`src/rtl/uart_tx_arbiter.sv`:
```
// Round-robin arbiter sharing one UART transmitter among NUM_REQ byte producers.
// It sequences each frame from the transmitter's tx line and tx_done, and reports
// completion or timeout back to the requester that owns the transfer.
module uart_tx_arbiter #(
    parameter int unsigned NUM_REQ       = 4,
    parameter int unsigned START_TIMEOUT = 4096,
    parameter int unsigned FRAME_TIMEOUT = 65536
) (
    input  logic                 clk,
    input  logic                 rst,
    input  logic [NUM_REQ-1:0]   req,
    input  logic [8*NUM_REQ-1:0] req_data,
    output logic [NUM_REQ-1:0]   done,
    output logic [NUM_REQ-1:0]   err,
    output logic [NUM_REQ-1:0]   grant,
    output logic                 busy,
    output logic                 send,
    output logic [7:0]           tx_data,
    input  logic                 tx_line,
    input  logic                 tx_done
);

    localparam int unsigned MaxTo = (START_TIMEOUT > FRAME_TIMEOUT) ? START_TIMEOUT
                                                                     : FRAME_TIMEOUT;
    localparam int unsigned TW    = $clog2(MaxTo) + 1;
    localparam int unsigned PW    = (NUM_REQ > 1) ? $clog2(NUM_REQ) : 1;

    localparam logic [TW-1:0] StartLast = TW'(START_TIMEOUT - 1);
    localparam logic [TW-1:0] FrameLast = TW'(FRAME_TIMEOUT - 1);

    typedef enum logic [1:0] {StIdle, StSend, StBusy, StDrain} state_e;

    state_e               state_q, state_d;
    logic                 send_q, send_d;
    logic [7:0]           tx_data_q, tx_data_d;
    logic [NUM_REQ-1:0]   grant_q, grant_d;
    logic [NUM_REQ-1:0]   done_q, done_d;
    logic [NUM_REQ-1:0]   err_q, err_d;
    logic [PW-1:0]        ptr_q, ptr_d;
    logic [TW-1:0]        timer_q, timer_d;

    logic                 tx_m_q, tx_s_q, tx_p_q;
    logic                 done_m_q, done_s_q, done_p_q;
    logic                 start_evt, fin_evt;

    logic                 win_found;
    logic [PW-1:0]        win_idx;
    logic [7:0]           win_byte;
    logic [TW-1:0]        timer_inc;

    // Modular increment of a requester index.
    function automatic logic [PW-1:0] wrap_add(input logic [PW-1:0] base,
                                               input int unsigned off);
        int unsigned s;
        s = int'(base) + off;
        if (s >= NUM_REQ) s = s - NUM_REQ;
        return PW'(s);
    endfunction

    // Two-flop synchronizers plus one edge-detect register per transmitter signal.
    always_ff @(posedge clk or negedge rst) begin
        if (!rst) begin
            tx_m_q   <= 1'b1;
            tx_s_q   <= 1'b1;
            tx_p_q   <= 1'b1;
            done_m_q <= 1'b0;
            done_s_q <= 1'b0;
            done_p_q <= 1'b0;
        end else begin
            tx_m_q   <= tx_line;
            tx_s_q   <= tx_m_q;
            tx_p_q   <= tx_s_q;
            done_m_q <= tx_done;
            done_s_q <= done_m_q;
            done_p_q <= done_s_q;
        end
    end

    assign start_evt = tx_p_q & ~tx_s_q;
    assign fin_evt   = done_s_q & ~done_p_q;
    assign timer_inc = (timer_q == '1) ? timer_q : timer_q + TW'(1);

    // Pick the first pending requester at or after ptr, wrapping around.
    always_comb begin
        win_found = 1'b0;
        win_idx   = '0;
        win_byte  = 8'h00;
        for (int unsigned k = 0; k < NUM_REQ; k++) begin
            if (!win_found && req[wrap_add(ptr_q, k)]) begin
                win_found = 1'b1;
                win_idx   = wrap_add(ptr_q, k);
            end
        end
        for (int unsigned i = 0; i < NUM_REQ; i++) begin
            if (PW'(i) == win_idx) win_byte = req_data[8*i +: 8];
        end
    end

    // State register and the registered outputs that go with it.
    always_ff @(posedge clk or negedge rst) begin
        if (!rst) begin
            state_q   <= StIdle;
            send_q    <= 1'b0;
            tx_data_q <= 8'h00;
            grant_q   <= '0;
            done_q    <= '0;
            err_q     <= '0;
            ptr_q     <= '0;
            timer_q   <= '0;
        end else begin
            state_q   <= state_d;
            send_q    <= send_d;
            tx_data_q <= tx_data_d;
            grant_q   <= grant_d;
            done_q    <= done_d;
            err_q     <= err_d;
            ptr_q     <= ptr_d;
            timer_q   <= timer_d;
        end
    end

    // Next-state logic: grant, frame sequencing and timeout supervision.
    always_comb begin
        state_d   = state_q;
        send_d    = send_q;
        tx_data_d = tx_data_q;
        grant_d   = grant_q;
        done_d    = '0;
        err_d     = '0;
        ptr_d     = ptr_q;
        timer_d   = timer_q;
        unique case (state_q)
            StIdle: begin
                if (win_found) begin
                    grant_d   = NUM_REQ'(1) << win_idx;
                    tx_data_d = win_byte;
                    send_d    = 1'b1;
                    timer_d   = '0;
                    ptr_d     = wrap_add(win_idx, 1);
                    state_d   = StSend;
                end
            end
            StSend: begin
                if (start_evt) begin
                    send_d  = 1'b0;
                    timer_d = '0;
                    state_d = StBusy;
                end else if (timer_q >= StartLast) begin
                    send_d  = 1'b0;
                    err_d   = grant_q;
                    grant_d = '0;
                    state_d = StDrain;
                end else begin
                    timer_d = timer_inc;
                end
            end
            StBusy: begin
                if (fin_evt) begin
                    done_d  = grant_q;
                    grant_d = '0;
                    state_d = StDrain;
                end else if (timer_q >= FrameLast) begin
                    err_d   = grant_q;
                    grant_d = '0;
                    state_d = StDrain;
                end else begin
                    timer_d = timer_inc;
                end
            end
            StDrain: begin
                // Wait for an idle line and low tx_done so the next frame sees clean edges.
                if (!done_s_q && tx_s_q) state_d = StIdle;
            end
            default: state_d = StIdle;
        endcase
    end

    // Output logic.
    always_comb begin
        busy    = (state_q != StIdle);
        send    = send_q;
        tx_data = tx_data_q;
        grant   = grant_q;
        done    = done_q;
        err     = err_q;
    end

endmodule

```
`config.mk`:
```
export PLATFORM = sky130hd
export DESIGN_NAME = uart_tx_arbiter
export DESIGN_NICKNAME = d
export VERILOG_FILES = /design/src/rtl/uart_tx_arbiter.sv
export SDC_FILE = /design/constraint.sdc
export NUM_CORES = 1
export LEC_CHECK = 0
export BUFFER_PORTS_ARGS = -buffer_cell sky130_fd_sc_hd__buf_2
export CAP_MARGIN = 5
export CORE_MARGIN = 2
export CORE_UTILIZATION = 57
export DETAILED_ROUTE_END_ITERATION = 10
export PLACE_DENSITY = 0.8
export SYNTH_ARGS = -nofsm -noshare
export SYNTH_HDL_FRONTEND = slang
export SYNTH_SLANG_ARGS = --single-unit
```
`constraint.sdc`:
```
create_clock -name clk -period 5.95 [get_ports clk]
set_input_delay 0.595 -clock clk [delete_from_list [all_inputs] [get_ports clk]]
set_output_delay 0.595 -clock clk [all_outputs]
set_load 0.03 [all_outputs]
```
After elaboration in Yosys (flattened, before gate mapping)
Cells that the tools add are included.
{ "word_totals": {"out_inout_bits": 22, "in_bits": 40, "wordCells": 130, "reg_bits": 48} }
{ "op_classes": {"magnitude_cmp": 11, "bitwise_logic": 4, "shift": 1, "eq_ne": 16, "reduce_logical": 18, "n_addsub": 10, "n_mux": 56} }
{ "ops": {"columns": ["op", "n"], "rows": [
  ["17-bit 2-to-1 mux", 6],
  ["17-bit one-hot mux with 3 select lines", 1],
  ["4-bit 2-to-1 mux", 11],
  ["8-bit 2-to-1 mux", 4],
  ["2-bit 2-to-1 mux", 15],
  ["17-bit by 1-bit adder with 17-bit output (second input constant)", 1],
  ["17-bit == test (second input constant)", 1],
  ["17-bit by 12-bit >= comparator with 1-bit output (second input constant)", 1],
  ["17-bit by 16-bit >= comparator with 1-bit output (second input constant)", 1],
  ["3-bit >= comparator (second input constant)", 4],
  ["2-bit by 3-bit less-than comparator with 1-bit output (second input constant)", 4],
  ["2-bit inequality test (second input constant)", 6],
  ["4-bit one-hot mux with 3 select lines", 1],
  ["1-bit 2-to-1 mux", 11],
  ["5-bit AND reduction", 2],
  ["2-bit by 1-bit subtractor with 2-bit output (second input constant)", 5],
  ["3-bit inequality test (second input constant)", 3],
  ["1-bit binary-select mux with 2-bit select", 4],
  ["2-bit one-hot mux with 4 select lines", 1],
  ["4-bit one-hot mux with 2 select lines", 1],
  ["2-bit by 1-bit adder with 3-bit output (second input constant)", 2],
  ["2-bit by 2-bit adder with 3-bit output (second input constant)", 2],
  ["2-bit == test (first input constant)", 2],
  ["2-bit == test (second input constant)", 2],
  ["other kinds (15)", 25]
]} }

Logic depth before layout (Yosys ltp)
Gate-level depths: netlist of the first run.
{ "depth": {"word_depth": 19, "mapped_depth": 13, "mapped_depth_nobuf": 12} }

Worst setup path after synthesis of the first run
No wires, ideal clock.
{ "synth_path": {"kind": "input -> register", "startpoint": "input req[0]", "endpoint": "register tx_data_q[7], in the netlist tx_data[7]", "path_stages": 10, "setup_ns": 0.083, "n_path_buf": 2, "setup_slack_ns": 3.357, "t_required_ns": 5.867, "arrival_time_ns": 2.510, "path_cell_list": "or4_1 -> and2_1 -> ha_1 -> clkbuf_1 -> nor2b_1 -> clkbuf_1 -> a221oi_1 -> nor3_1 -> a21oi_1 -> o21ai_0"} }
{ "synth_between": {"elab_chain_len": 17, "word_cells_on_any_way": 31, "cone_classes": "eq/ne: 3; mux: 20; reduce/logical: 8"} }
{ "synth_lines": {"columns": ["element", "line_no", "text"], "rows": [
  ["start: declaration", "11", "input logic [NUM_REQ-1:0] req,"],
  ["1-bit binary-select mux with 2-bit select", "89", "if (!win_found && req[wrap_add(ptr_q, k)]) begin"],
  ["1-bit 2-to-1 mux (not written as such)", "89", null],
  ["1-bit 2-to-1 mux", "89", null],
  ["1-bit zero test", "89", null],
  ["1-bit logical AND", "89", null],
  ["1-bit 2-to-1 mux", "89", null],
  ["1-bit zero test", "89", null],
  ["1-bit logical AND", "89", null],
  ["1-bit 2-to-1 mux", "89", null],
  ["1-bit zero test", "89", null],
  ["1-bit logical AND", "89", null],
  ["2-bit 2-to-1 mux", "89", null],
  ["2-bit zero test", "95", "if (PW'(i) == win_idx) win_byte = req_data[8*i +: 8];"],
  ["8-bit 2-to-1 mux (4 in a row)", "95", null],
  ["end signal: assignment", "113", "tx_data_q <= tx_data_d;"],
  ["end: declaration", "35", "logic [7:0] tx_data_q, tx_data_d;"]
]} }
Parallel ways exist; a longest one is shown, timed or not. The select of a mux whose other input is x is not followed.
A chain may end at the register's enable or synchronous reset.

Worst setup path after layout of the first run
{ "layout_path": {"startpoint": "input req[0]", "endpoint": "register tx_data_q[1], in the netlist tx_data[1]"} }
The elaborated chain is that of the path after synthesis.

==> impl_table.tex, run 1 <==
\begin{tabular}{lr}
\hline
Metric & Value \\
\hline
\multicolumn{2}{l}{\textbf{Clocking}} \\
\quad Clock slew at reported path FFs & 90 ps \\
\quad CTS tree & built \\
\quad H-tree depth reported by CTS & 2 \\
\quad Root buffer cell & clkbuf\_8 \\
\quad Clk Latency, worst-skew pair & 300 ps \\
\quad Maximum root-to-sink buffer count & 2 \\
\quad Number of clock sinks & 48 \\
\quad CTS-repair resized insts & 0 \\
\quad Number of setup buffers added after CTS & 0 \\
\quad Number of CTS-inserted buffers & 5 \\
\quad Cts-stage hold buffer count & 0 \\
\multicolumn{2}{l}{\textbf{Timing}} \\
\quad Slew at the pin closest to its max-slew limit & 1040 ps \\
\quad Post-route fraction of the period consumed by the critical path & 46.5\% \\
\quad Maximum clock rate & 361 MHz \\
\quad Final worst hold slack & 355 ps \\
\quad Largest clock skew in the final design & 10.8 ps \\
\quad Max Transition Viols Final & 0 \\
\quad Final setup TNS & 0 ps \\
\quad Headroom to the max-slew limit & 30.7\% \\
\quad Slack of the critical path & 3180 ps \\
\quad Period minus WS final & 2770 ps \\
\quad Unrepaired setup endpoints after global routing & no \\
\quad Final-report setup violation count & 0 \\
\quad Final count of hold timing violations & 0 \\
\multicolumn{2}{l}{\textbf{Final layout}} \\
\quad Area Growth Syn to Fin & 17.9\% \\
\quad Utilization after layout & 69.7\% \\
\quad Final instance area & 3030 sq um \\
\quad Non-filler cells in the finished layout & 393 \\
\quad Total of fill cells in the finished design & 350 \\
\quad Diode count & 0 \\
\quad Ratio of cells with drive above 1 in the final layout & 23.2\% \\
\quad Count of nets after finishing & 389 \\
\multicolumn{2}{l}{\textbf{Logic synthesis}} \\
\quad Commonest cells in the synthesized netlist & 45 x dfrtp\_1, 26 x o21ai\_0, 24 x a21oi\_1, 22 x nand2\_1, 18 x nor2\_1 \\
\quad Sequential area share after synthesis & 46.8\% \\
\quad Most common cell in the synthesized netlist & dfrtp\_1 \\
\quad Synthesized cell area & 2570 sq um \\
\quad Total number of yosys warnings & 0 \\
\quad Area contributors post-synth & dfrtp\_1 44\%, o21ai\_0 5.1\%, a21oi\_1 4.7\% \\
\quad Fraction of registers with async set or reset after synthesis & 100\% \\
\quad Seq cells post-synth & 48 \\
\quad Top-area cell type share of the netlist area & 43.8\% \\
\quad Netlist cell types & 39 \\
\quad Biggest area consumer among synthesized cells & dfrtp\_1 \\
\quad Primary FF master, synth & dfrtp\_1 \\
\quad Gate count of the mapped netlist & 281 \\
\quad Mapped Nets & 330 \\
\quad Mean post-synth cell area & 9.16 sq um \\
\quad EDFF count, synth & 0 \\
\multicolumn{2}{l}{\textbf{Die}} \\
\quad Num rows & 24 \\
\quad Height of the chip & 71.2 um \\
\quad Initial Utilization & 59.1\% \\
\quad Die Footprint & 5070 sq um \\
\quad Number of primary I/O pins & 62 \\
\quad Area inside the core boundary & 4350 sq um \\
\quad Die W & 71.2 um \\
\multicolumn{2}{l}{\textbf{Place}} \\
\quad Post-placement cell count & 385 \\
\quad Final HPWL from detailed placement & 4190 um \\
\quad Number of buffers added on ports & 61 \\
\quad Worst slack after detailed placement & 2890 ps \\
\quad Post-Place Cell Area & 2910 sq um \\
\quad Weighted congestion reported at the end of routability-driven placement & 0.809 \\
\multicolumn{2}{l}{\textbf{Critical path}} \\
\quad Kind of cell adding the most delay to the critical path & simple AND/OR/NAND/NOR gates \\
\quad Register-to-register setup slack & 3230 ps \\
\quad Crit path capture & tx\_data[1] \\
\quad Slowest Stage Delay on Critical Path & 600 ps \\
\quad Critical setup path kind & in -> reg \\
\quad Critical Path Sink Type & flip-flop \\
\quad Launch instance of the worst register-to-register path & timer\_q[0] \\
\quad Kind of start point of the critical path & input pin \\
\quad Crit path max fanout & 10 \\
\quad Series of cell instances along the critical path & buf\_2 -> or4\_1 -> and2\_1 -> ha\_1 -> nor2b\_1 -> a221oi\_1 -> nor3\_1 -> a21oi\_1 -> o21ai\_0 \\
\quad Register-to-Register Path Depth & 7 \\
\quad Worst reg2reg path endpoint & timer\_q[6] \\
\quad Data required time at the worst endpoint & 6160 ps \\
\quad First element of the critical path & req[0] \\
\quad Bufs and invs on worst path & 1 \\
\quad Depth of the critical timing path with buffers and inverters included & 9 \\
\quad Signal arrival time at the worst endpoint & 2970 ps \\
\quad Slowest CP cell & or4\_1 \\
\multicolumn{2}{l}{\textbf{Power}} \\
\quad Power density over the cells & 455 nW/um\^{}2 \\
\quad IR drop worst, VDD & 283 uV \\
\quad Pwr Total & 1.38 mW \\
\quad Leak & 1.47 nW \\
\multicolumn{2}{l}{\textbf{Routing}} \\
\quad Top routing layer in use & met4 \\
\quad Count of routing violations after the opening detailed-route iteration & 202 \\
\quad DR WL/cell & 14.7 um \\
\quad DRC violation count after routing & 0 \\
\quad Detailed Routing Iterations Pass 1 & 5 \\
\quad DRT antenna net count & 0 \\
\quad Via count & 2360 \\
\quad Met2 Routed Length & 2810 um \\
\quad Routed met3 length & 290 um \\
\quad Routed metal-1 wire length & 2580 um \\
\quad WL final & 5760 um \\
\quad Detailed-route vias per instance & 6.01 \\
\multicolumn{2}{l}{\textbf{GRT}} \\
\quad Initial antenna violation count & 0 \\
\quad Total global-route track usage & 23.3\% \\
\quad Global-route wire length before repair & 9490 um \\
\quad GRT Residual Overflow & 0 \\
\quad Largest net degree at the start of global routing & 49 \\
\quad Via count of the first global-routing pass & 2124 \\
\multicolumn{2}{l}{\textbf{Hold path}} \\
\quad Worst hold-check path type & reg -> reg \\
\multicolumn{2}{l}{\textbf{Flow run}} \\
\quad Number of maximum-capacitance constraint violations & 0 \\
\multicolumn{2}{l}{\textbf{Outcome}} \\
\quad Result of the run & finished, final reports clean \\
\hline
\end{tabular}
## cell usage in the layout (no fill, tap or decap), types with 2 or more instances in the layout
cell      count
mux2i_1       5
nand3_1      13
dfrtp_1      45
or3_1         2
nand2b_1      7
nor2b_1      10
o31ai_1       6
o21a_1        2
nor2_1       18
o22a_1        2
a21oi_1      24
or4_1         4
a221oi_1      8
dfstp_2       3
inv_1        15
clkbuf_8      6
nor3_1        9
nand4_1       3
nand2_1      22
and2_1        3
and3_1        9
o21ai_0      26
ha_1          9
nor4_1        2
a31oi_1       8
a41oi_1       3
buf_2        61
mux2_2        2
## cell families after synthesis
logic type	synth area share (%)
simple gates	21.0
compound gates	21.3
flops	46.8
buf+inv	3.69
fa+ha+maj	4.38
mux	2.82
## per-layer routing
| layer | track usage, % | vias to the layer above |
|---|---|---|
| met5 | 0 | - |
| met4 | 6.71 | 0 |
| met3 | 4.70 | 8 |
| met2 | 37.1 | 86 |
| met1 | 32.5 | 1123 |
| li1 | - | 1143 |
## power breakdown
| part | switching (mW) | internal [mW] |
|---|---|---|
| combinational | 0.447 | 0.254 |
| sequential | 0.0452 | 0.385 |
| clock | 0.111 | 0.137 |
## how the worst min path moves through the flow
stage              from        to  slack (ps)  cells after the start
2_1_floorplan       rst   done[0]         300                      0
3_3_place_gp   done_m_q  done_s_q         330                      0
3_5_place_dp   done_m_q  done_s_q         340                      0
4_1_cts        done_m_q  done_s_q         360                      0
5_1_grt          tx_m_q    tx_s_q         370                      0
6_report       done_m_q  done_s_q         360                      0
## worst register-to-register path: stages, from the launching register on
cell	delay, ps
dfrtp_1	430
ha_1	280
a21oi_1	150
nor4_1	100
a211o_1	390
a221o_1	610
or4_1	600
nand3_1	100
## area by class of cell
type / count / area, sq um / area share (%)
sequential: 48 / 1200 / 39.7
multi-input combinational: 208 / 1270 / 42.0
clock inverter: 2 / 38.8 / 1.28
timing repair buffer: 62 / 313 / 10.3
clock buffer: 6 / 82.6 / 2.72
inverter: 15 / 56.3 / 1.86
tap: 52 / 65.1 / 2.14
## sequential cells by signal, indices dropped and copies added, names as in the netlist
| name | flops |
|---|---|
| timer_q | 17 |
| send | 1 |
| done_s_q | 1 |
| err | 4 |
| ptr_q | 2 |
| tx_data | 8 |
| tx_m_q | 1 |
| tx_p_q | 1 |
| done | 4 |
| done_m_q | 1 |
| tx_s_q | 1 |
| state_q | 2 |
| done_p_q | 1 |
| grant | 4 |
Note: power is estimated with default switching activity, not from simulation.
==> run 2, diff against run 1 <==
Settings changed: CORE_UTILIZATION 57 to 53, PLACE_DENSITY 0.8 to 0.75.
Clock period 5.95 ns to 2.8 ns, I/O delays scaled along.
==> impl_table.tex, run 2 (synthesis gave the netlist of run 1 again) <==
\begin{tabular}{lr}
\hline
Metric & Value \\
\hline
\multicolumn{2}{l}{\textbf{GRT}} \\
\quad Total global-route track usage & 21.4\% \\
\quad Initial antenna violation count & 0 \\
\quad Largest net degree at the start of global routing & 49 \\
\quad Via count of the first global-routing pass & 2034 \\
\quad GRT Residual Overflow & 0 \\
\quad Global-route wire length before repair & 9200 um \\
\multicolumn{2}{l}{\textbf{Routing}} \\
\quad DR WL/cell & 14.1 um \\
\quad DRT antenna net count & 0 \\
\quad Via count & 2276 \\
\quad DRC violation count after routing & 0 \\
\quad Detailed-route vias per instance & 5.70 \\
\quad Count of routing violations after the opening detailed-route iteration & 193 \\
\quad Detailed Routing Iterations Pass 1 & 5 \\
\quad WL final & 5640 um \\
\multicolumn{2}{l}{\textbf{Critical path}} \\
\quad Slowest CP cell & or4\_1 \\
\quad Critical setup path kind & reg -> reg \\
\quad Data required time at the worst endpoint & 3020 ps \\
\quad Slowest Stage Delay on Critical Path & 530 ps \\
\quad Crit path max fanout & 11 \\
\quad Signal arrival time at the worst endpoint & 2770 ps \\
\quad Critical Path Sink Type & flip-flop \\
\quad Most used cell along the critical path & or4\_1 \\
\quad Series of cell instances along the critical path & or4\_1 -> a211o\_1 -> a221o\_1 -> or4\_1 -> o21ai\_0 \\
\quad Kind of cell adding the most delay to the critical path & simple AND/OR/NAND/NOR gates \\
\quad Bufs and invs on worst path & 0 \\
\quad Kind of start point of the critical path & flip-flop \\
\multicolumn{2}{l}{\textbf{Clocking}} \\
\quad Clk Latency, worst-skew pair & 300 ps \\
\quad Number of CTS-inserted buffers & 5 \\
\quad CTS tree & built \\
\quad Number of clock sinks & 48 \\
\quad Root buffer cell & clkbuf\_8 \\
\quad CTS-repair resized insts & 0 \\
\quad Cts-stage hold buffer count & 0 \\
\quad H-tree depth reported by CTS & 2 \\
\quad Maximum root-to-sink buffer count & 2 \\
\quad Number of setup buffers added after CTS & 0 \\
\quad Clock slew at reported path FFs & 80 ps \\
\multicolumn{2}{l}{\textbf{Flow run}} \\
\quad Number of maximum-capacitance constraint violations & 0 \\
\multicolumn{2}{l}{\textbf{Final layout}} \\
\quad Non-filler cells in the finished layout & 399 \\
\quad Most common cell after layout, fill and taps aside & buf\_2 \\
\quad Count of nets after finishing & 393 \\
\quad Ratio of cells with drive above 1 in the final layout & 24.1\% \\
\quad Diode count & 0 \\
\quad Highest-count cells in the layout ignoring fill and taps & 61 x buf\_2, 45 x dfrtp\_1, 26 x o21ai\_0 \\
\quad Area Growth Syn to Fin & 19.7\% \\
\quad Largest register FFs & 17 \\
\quad Total of fill cells in the finished design & 383 \\
\quad Utilization after layout & 65.7\% \\
\quad Largest reg by FF count & timer\_q \\
\multicolumn{2}{l}{\textbf{Timing}} \\
\quad Headroom to the max-slew limit & 29.2\% \\
\quad Slew at the pin closest to its max-slew limit & 1060 ps \\
\quad Maximum clock rate & 391 MHz \\
\quad Unrepaired setup endpoints after global routing & no \\
\quad Final count of hold timing violations & 0 \\
\quad Period minus WS final & 2560 ps \\
\quad Final setup TNS & 0 ps \\
\quad Max Transition Viols Final & 0 \\
\quad Largest clock skew in the final design & 6.73 ps \\
\quad Post-route fraction of the period consumed by the critical path & 91.3\% \\
\quad Final-report setup violation count & 0 \\
\multicolumn{2}{l}{\textbf{Place}} \\
\quad Post-placement cell count & 391 \\
\quad Number of buffers added on ports & 61 \\
\quad Weighted congestion reported at the end of routability-driven placement & 0.869 \\
\quad Final HPWL from detailed placement & 4080 um \\
\multicolumn{2}{l}{\textbf{Die}} \\
\quad Initial Utilization & 54.9\% \\
\quad Area inside the core boundary & 4690 sq um \\
\quad Height of the chip & 73.7 um \\
\quad Die W & 73.7 um \\
\quad Number of primary I/O pins & 62 \\
\quad Num rows & 25 \\
\quad Die Footprint & 5430 sq um \\
\multicolumn{2}{l}{\textbf{Power}} \\
\quad Leak & 1.49 nW \\
\quad Power density over the cells & 982 nW/um\^{}2 \\
\quad IR drop worst, VDD & 628 uV \\
\multicolumn{2}{l}{\textbf{Outcome}} \\
\quad Result of the run & finished, final reports clean \\
\multicolumn{2}{l}{\textbf{Hold path}} \\
\quad Worst hold-check path type & in -> reg \\
\hline
\end{tabular}
## run 2: changes by cell type in the layout (fill, tap and decap cells not counted), sizes merged
cell	delta
buf	+4
clkinv	-1
bufinv	+1
## run 2: area by class of cell
type                       count  area (sq um)  area share, %
tap                           54          67.6           2.19
multi-input combinational    208          1280           41.4
inverter                      15          56.3           1.83
sequential                    48          1200           39.1
clock inverter                 2          60.1           1.95
timing repair buffer          66           343           11.1
clock buffer                   6          72.6           2.36
## run 2: metrics by stage
| step | hold slack, ps | setup slack, ps | instance area [sq um] | power [mW] |
|---|---|---|---|---|
| floorplan | -15.6 | 430 | 2570 | 2.03 |
| global placement | 334 | 317 | 2950 | 2.43 |
| detailed placement | 343 | 275 | 2950 | 2.45 |
| CTS | 66.6 | 254 | 3080 | 3.04 |
| global route | 58.4 | 37.0 | 3080 | 3.27 |
| finish | 74.7 | 244 | 3080 | 3.03 |
## run 2: final timing paths
check,startpoint,slack (ps),depth (start not counted),endpoint
setup / recovery,timer_q[12],240,5,timer_q[12]
hold / removal,tx_line,70,1,tx_m_q
hold reg to reg,done_m_q,360,0,done_s_q
setup reg to reg,timer_q[12],240,5,timer_q[12]
max in group asynchronous,rst,1990,1,ptr_q[0]
min in group asynchronous,rst,170,1,timer_q[7]
## run 2: per-layer routing
metal	wire (um)	GRT usage (%)
met5	0	0
met4	48	5.45
met3	224	4.94
met2	2660	33.3
met1	2710	30.1
## run 2: power breakdown
group | switching (mW) | internal [mW] | leakage (nW) | total (mW)
clock | 0.219 | 0.357 | 0.0654 | 0.576
combinational | 0.941 | 0.595 | 0.798 | 1.54
sequential | 0.0937 | 0.819 | 0.627 | 0.913
total | 1.25 | 1.77 | 1.49 | 3.03
==> run 3, diff against run 2 <==
==> constraint.sdc (replaced) <==
create_clock -name clk -period 2.8 [get_ports clk]
set_input_delay 0.14 -clock clk [delete_from_list [all_inputs] [get_ports clk]]
set_output_delay 0.14 -clock clk [all_outputs]
set_load 0.03 [all_outputs]
==> impl_table.tex, run 3 (synthesis gave the netlist of run 1 again) <==
\begin{tabular}{lr}
\hline
Metric & Value \\
\hline
\multicolumn{2}{l}{\textbf{Outcome}} \\
\quad Result of the run & finished, final reports clean \\
\multicolumn{2}{l}{\textbf{Critical path}} \\
\quad First element of the critical path & ptr\_q[1] \\
\quad Data required time at the worst endpoint & 2970 ps \\
\quad Most used cell along the critical path & inv\_1 \\
\quad Slowest Stage Delay on Critical Path & 460 ps \\
\quad Launch instance of the worst register-to-register path & ptr\_q[1] \\
\quad Slowest CP cell & dfrtp\_1 \\
\quad Signal arrival time at the worst endpoint & 2670 ps \\
\quad Kind of start point of the critical path & flip-flop \\
\quad Critical Path Sink Type & flip-flop \\
\quad Series of cell instances along the critical path & inv\_1 -> a22oi\_1 -> o22ai\_1 -> a31oi\_1 -> and2\_1 -> inv\_1 -> ha\_1 -> nor2b\_1 -> a221oi\_1 -> nor3\_1 -> a21oi\_1 -> o21ai\_0 \\
\quad Critical setup path kind & reg -> reg \\
\quad Crit path max fanout & 8 \\
\multicolumn{2}{l}{\textbf{Die}} \\
\quad Num rows & 25 \\
\quad Area inside the core boundary & 4690 sq um \\
\quad Die W & 73.7 um \\
\quad Initial Utilization & 54.9\% \\
\quad Number of primary I/O pins & 62 \\
\quad Die Footprint & 5430 sq um \\
\quad Height of the chip & 73.7 um \\
\multicolumn{2}{l}{\textbf{Clocking}} \\
\quad Root buffer cell & clkbuf\_8 \\
\quad Clk Latency, worst-skew pair & 310 ps \\
\quad H-tree depth reported by CTS & 2 \\
\quad Clock slew at reported path FFs & 100 ps \\
\quad Cts-stage hold buffer count & 2 \\
\quad Number of clock sinks & 48 \\
\quad Maximum root-to-sink buffer count & 2 \\
\quad CTS tree & built \\
\quad Number of CTS-inserted buffers & 5 \\
\quad CTS-repair resized insts & 0 \\
\quad Number of setup buffers added after CTS & 0 \\
\multicolumn{2}{l}{\textbf{Final layout}} \\
\quad Highest-count cells in the layout ignoring fill and taps & 61 x buf\_2, 45 x dfrtp\_1, 26 x o21ai\_0 \\
\quad Area Growth Syn to Fin & 19.9\% \\
\quad Largest reg by FF count & timer\_q \\
\quad Most common cell after layout, fill and taps aside & buf\_2 \\
\quad Diode count & 0 \\
\quad Non-filler cells in the finished layout & 401 \\
\quad Total of fill cells in the finished design & 385 \\
\quad Ratio of cells with drive above 1 in the final layout & 23.9\% \\
\quad Final instance area & 3090 sq um \\
\quad Largest register FFs & 17 \\
\quad Count of nets after finishing & 395 \\
\multicolumn{2}{l}{\textbf{Timing}} \\
\quad Largest clock skew in the final design & 11.8 ps \\
\quad Max Transition Viols Final & 0 \\
\quad Headroom to the max-slew limit & 30.8\% \\
\quad Unrepaired setup endpoints after global routing & no \\
\quad Final worst hold slack & 4.21 ps \\
\quad Final-report setup violation count & 0 \\
\quad Maximum clock rate & 400 MHz \\
\quad Final setup TNS & 0 ps \\
\quad Slew at the pin closest to its max-slew limit & 1040 ps \\
\quad Period minus WS final & 2500 ps \\
\quad Final count of hold timing violations & 0 \\
\quad Post-route fraction of the period consumed by the critical path & 89.2\% \\
\multicolumn{2}{l}{\textbf{Place}} \\
\quad Post-placement cell count & 391 \\
\quad Post-Place Cell Area & 2950 sq um \\
\quad Weighted congestion reported at the end of routability-driven placement & 0.863 \\
\quad Number of buffers added on ports & 61 \\
\quad Final HPWL from detailed placement & 4140 um \\
\multicolumn{2}{l}{\textbf{Routing}} \\
\quad Via count & 2298 \\
\quad DR WL/cell & 14.3 um \\
\quad DRC violation count after routing & 0 \\
\quad WL final & 5730 um \\
\quad Count of routing violations after the opening detailed-route iteration & 121 \\
\quad Detailed-route vias per instance & 5.73 \\
\quad Detailed Routing Iterations Pass 1 & 4 \\
\quad DRT antenna net count & 0 \\
\multicolumn{2}{l}{\textbf{Power}} \\
\quad IR drop worst, VDD & 568 uV \\
\quad Power density over the cells & 966 nW/um\^{}2 \\
\quad Leak & 1.50 nW \\
\multicolumn{2}{l}{\textbf{GRT}} \\
\quad Global-route wire length before repair & 9190 um \\
\quad Via count of the first global-routing pass & 2008 \\
\quad Total global-route track usage & 21.9\% \\
\quad Largest net degree at the start of global routing & 49 \\
\quad GRT Residual Overflow & 0 \\
\quad Initial antenna violation count & 0 \\
\multicolumn{2}{l}{\textbf{Hold path}} \\
\quad Worst hold-check path type & in -> async \\
\multicolumn{2}{l}{\textbf{Flow run}} \\
\quad Number of maximum-capacitance constraint violations & 0 \\
\hline
\end{tabular}
[run 3: changes by cell type in the layout (fill, tap and decap cells not counted)]
| cell | before | now |
|---|---|---|
| clkinv_4 | 0 | 1 |
| bufinv_16 | 2 | 1 |
| ha_1 | 8 | 9 |
| clkbuf_1 | 1 | 0 |
| ha_2 | 1 | 0 |
| dlygate4sd3_1 | 0 | 2 |
| clkbuf_8 | 5 | 6 |
[run 3: report_power, final]
part | internal (mW) | switching, mW
clock network | 0.292 | 0.241
registers | 0.819 | 0.0945
logic | 0.591 | 0.944
[run 3: per-stage QoR]
stage	power, mW	util (%)	setup WS (ps)
final	2.98	65.8	302
after global placement	2.42	62.8	355
after detailed placement	2.46	62.8	288
after CTS	2.99	65.8	290
after floorplan	2.03	-	430
after global routing	3.22	65.8	11.5
[run 3: final cells by class]
cell class	count	area [sq um]	share of cell area (%)
Clock inverter	2	38.8	1.26
Timing Repair Buffer	68	363	11.8
Tap cell	54	67.6	2.19
Multi-Input combinational cell	208	1270	41.3
Inverter	15	56.3	1.82
Clock buffer	6	82.6	2.68
Sequential cell	48	1200	39.0
[run 3: path summary, 6_finish.rpt]
path	end	slack, ps	cells past startpoint
max reg2reg	tx_data[1]	300	12
min in group clk	tx_data[5]	110	3
max	tx_data[1]	300	12
min reg2reg	done_s_q	350	0
min	timer_q[9]	4	1
max in group asynchronous	tx_data[7]	2160	1
[run 3: metal layers]
layer	part of all wire, %	global-route usage [%]	wire length [um]	up-vias
met5	0	0	0	-
met4	1.6	8.69	91	0
met3	4.8	4.25	275	10
met2	48	34.3	2750	63
met1	46	29.7	2620	1069
li1	-	-	-	1156
[run 3: critical path: cells and delay by family (launching register included)]
family                   cells  cell delay (ps)
flip-flops                   1              460
buffers and inverters        2              150
AND/OR/NAND/NOR              3              520
AO/OA/AOI/OAI                6             1020
adder cells (fa/ha/maj)      1              210
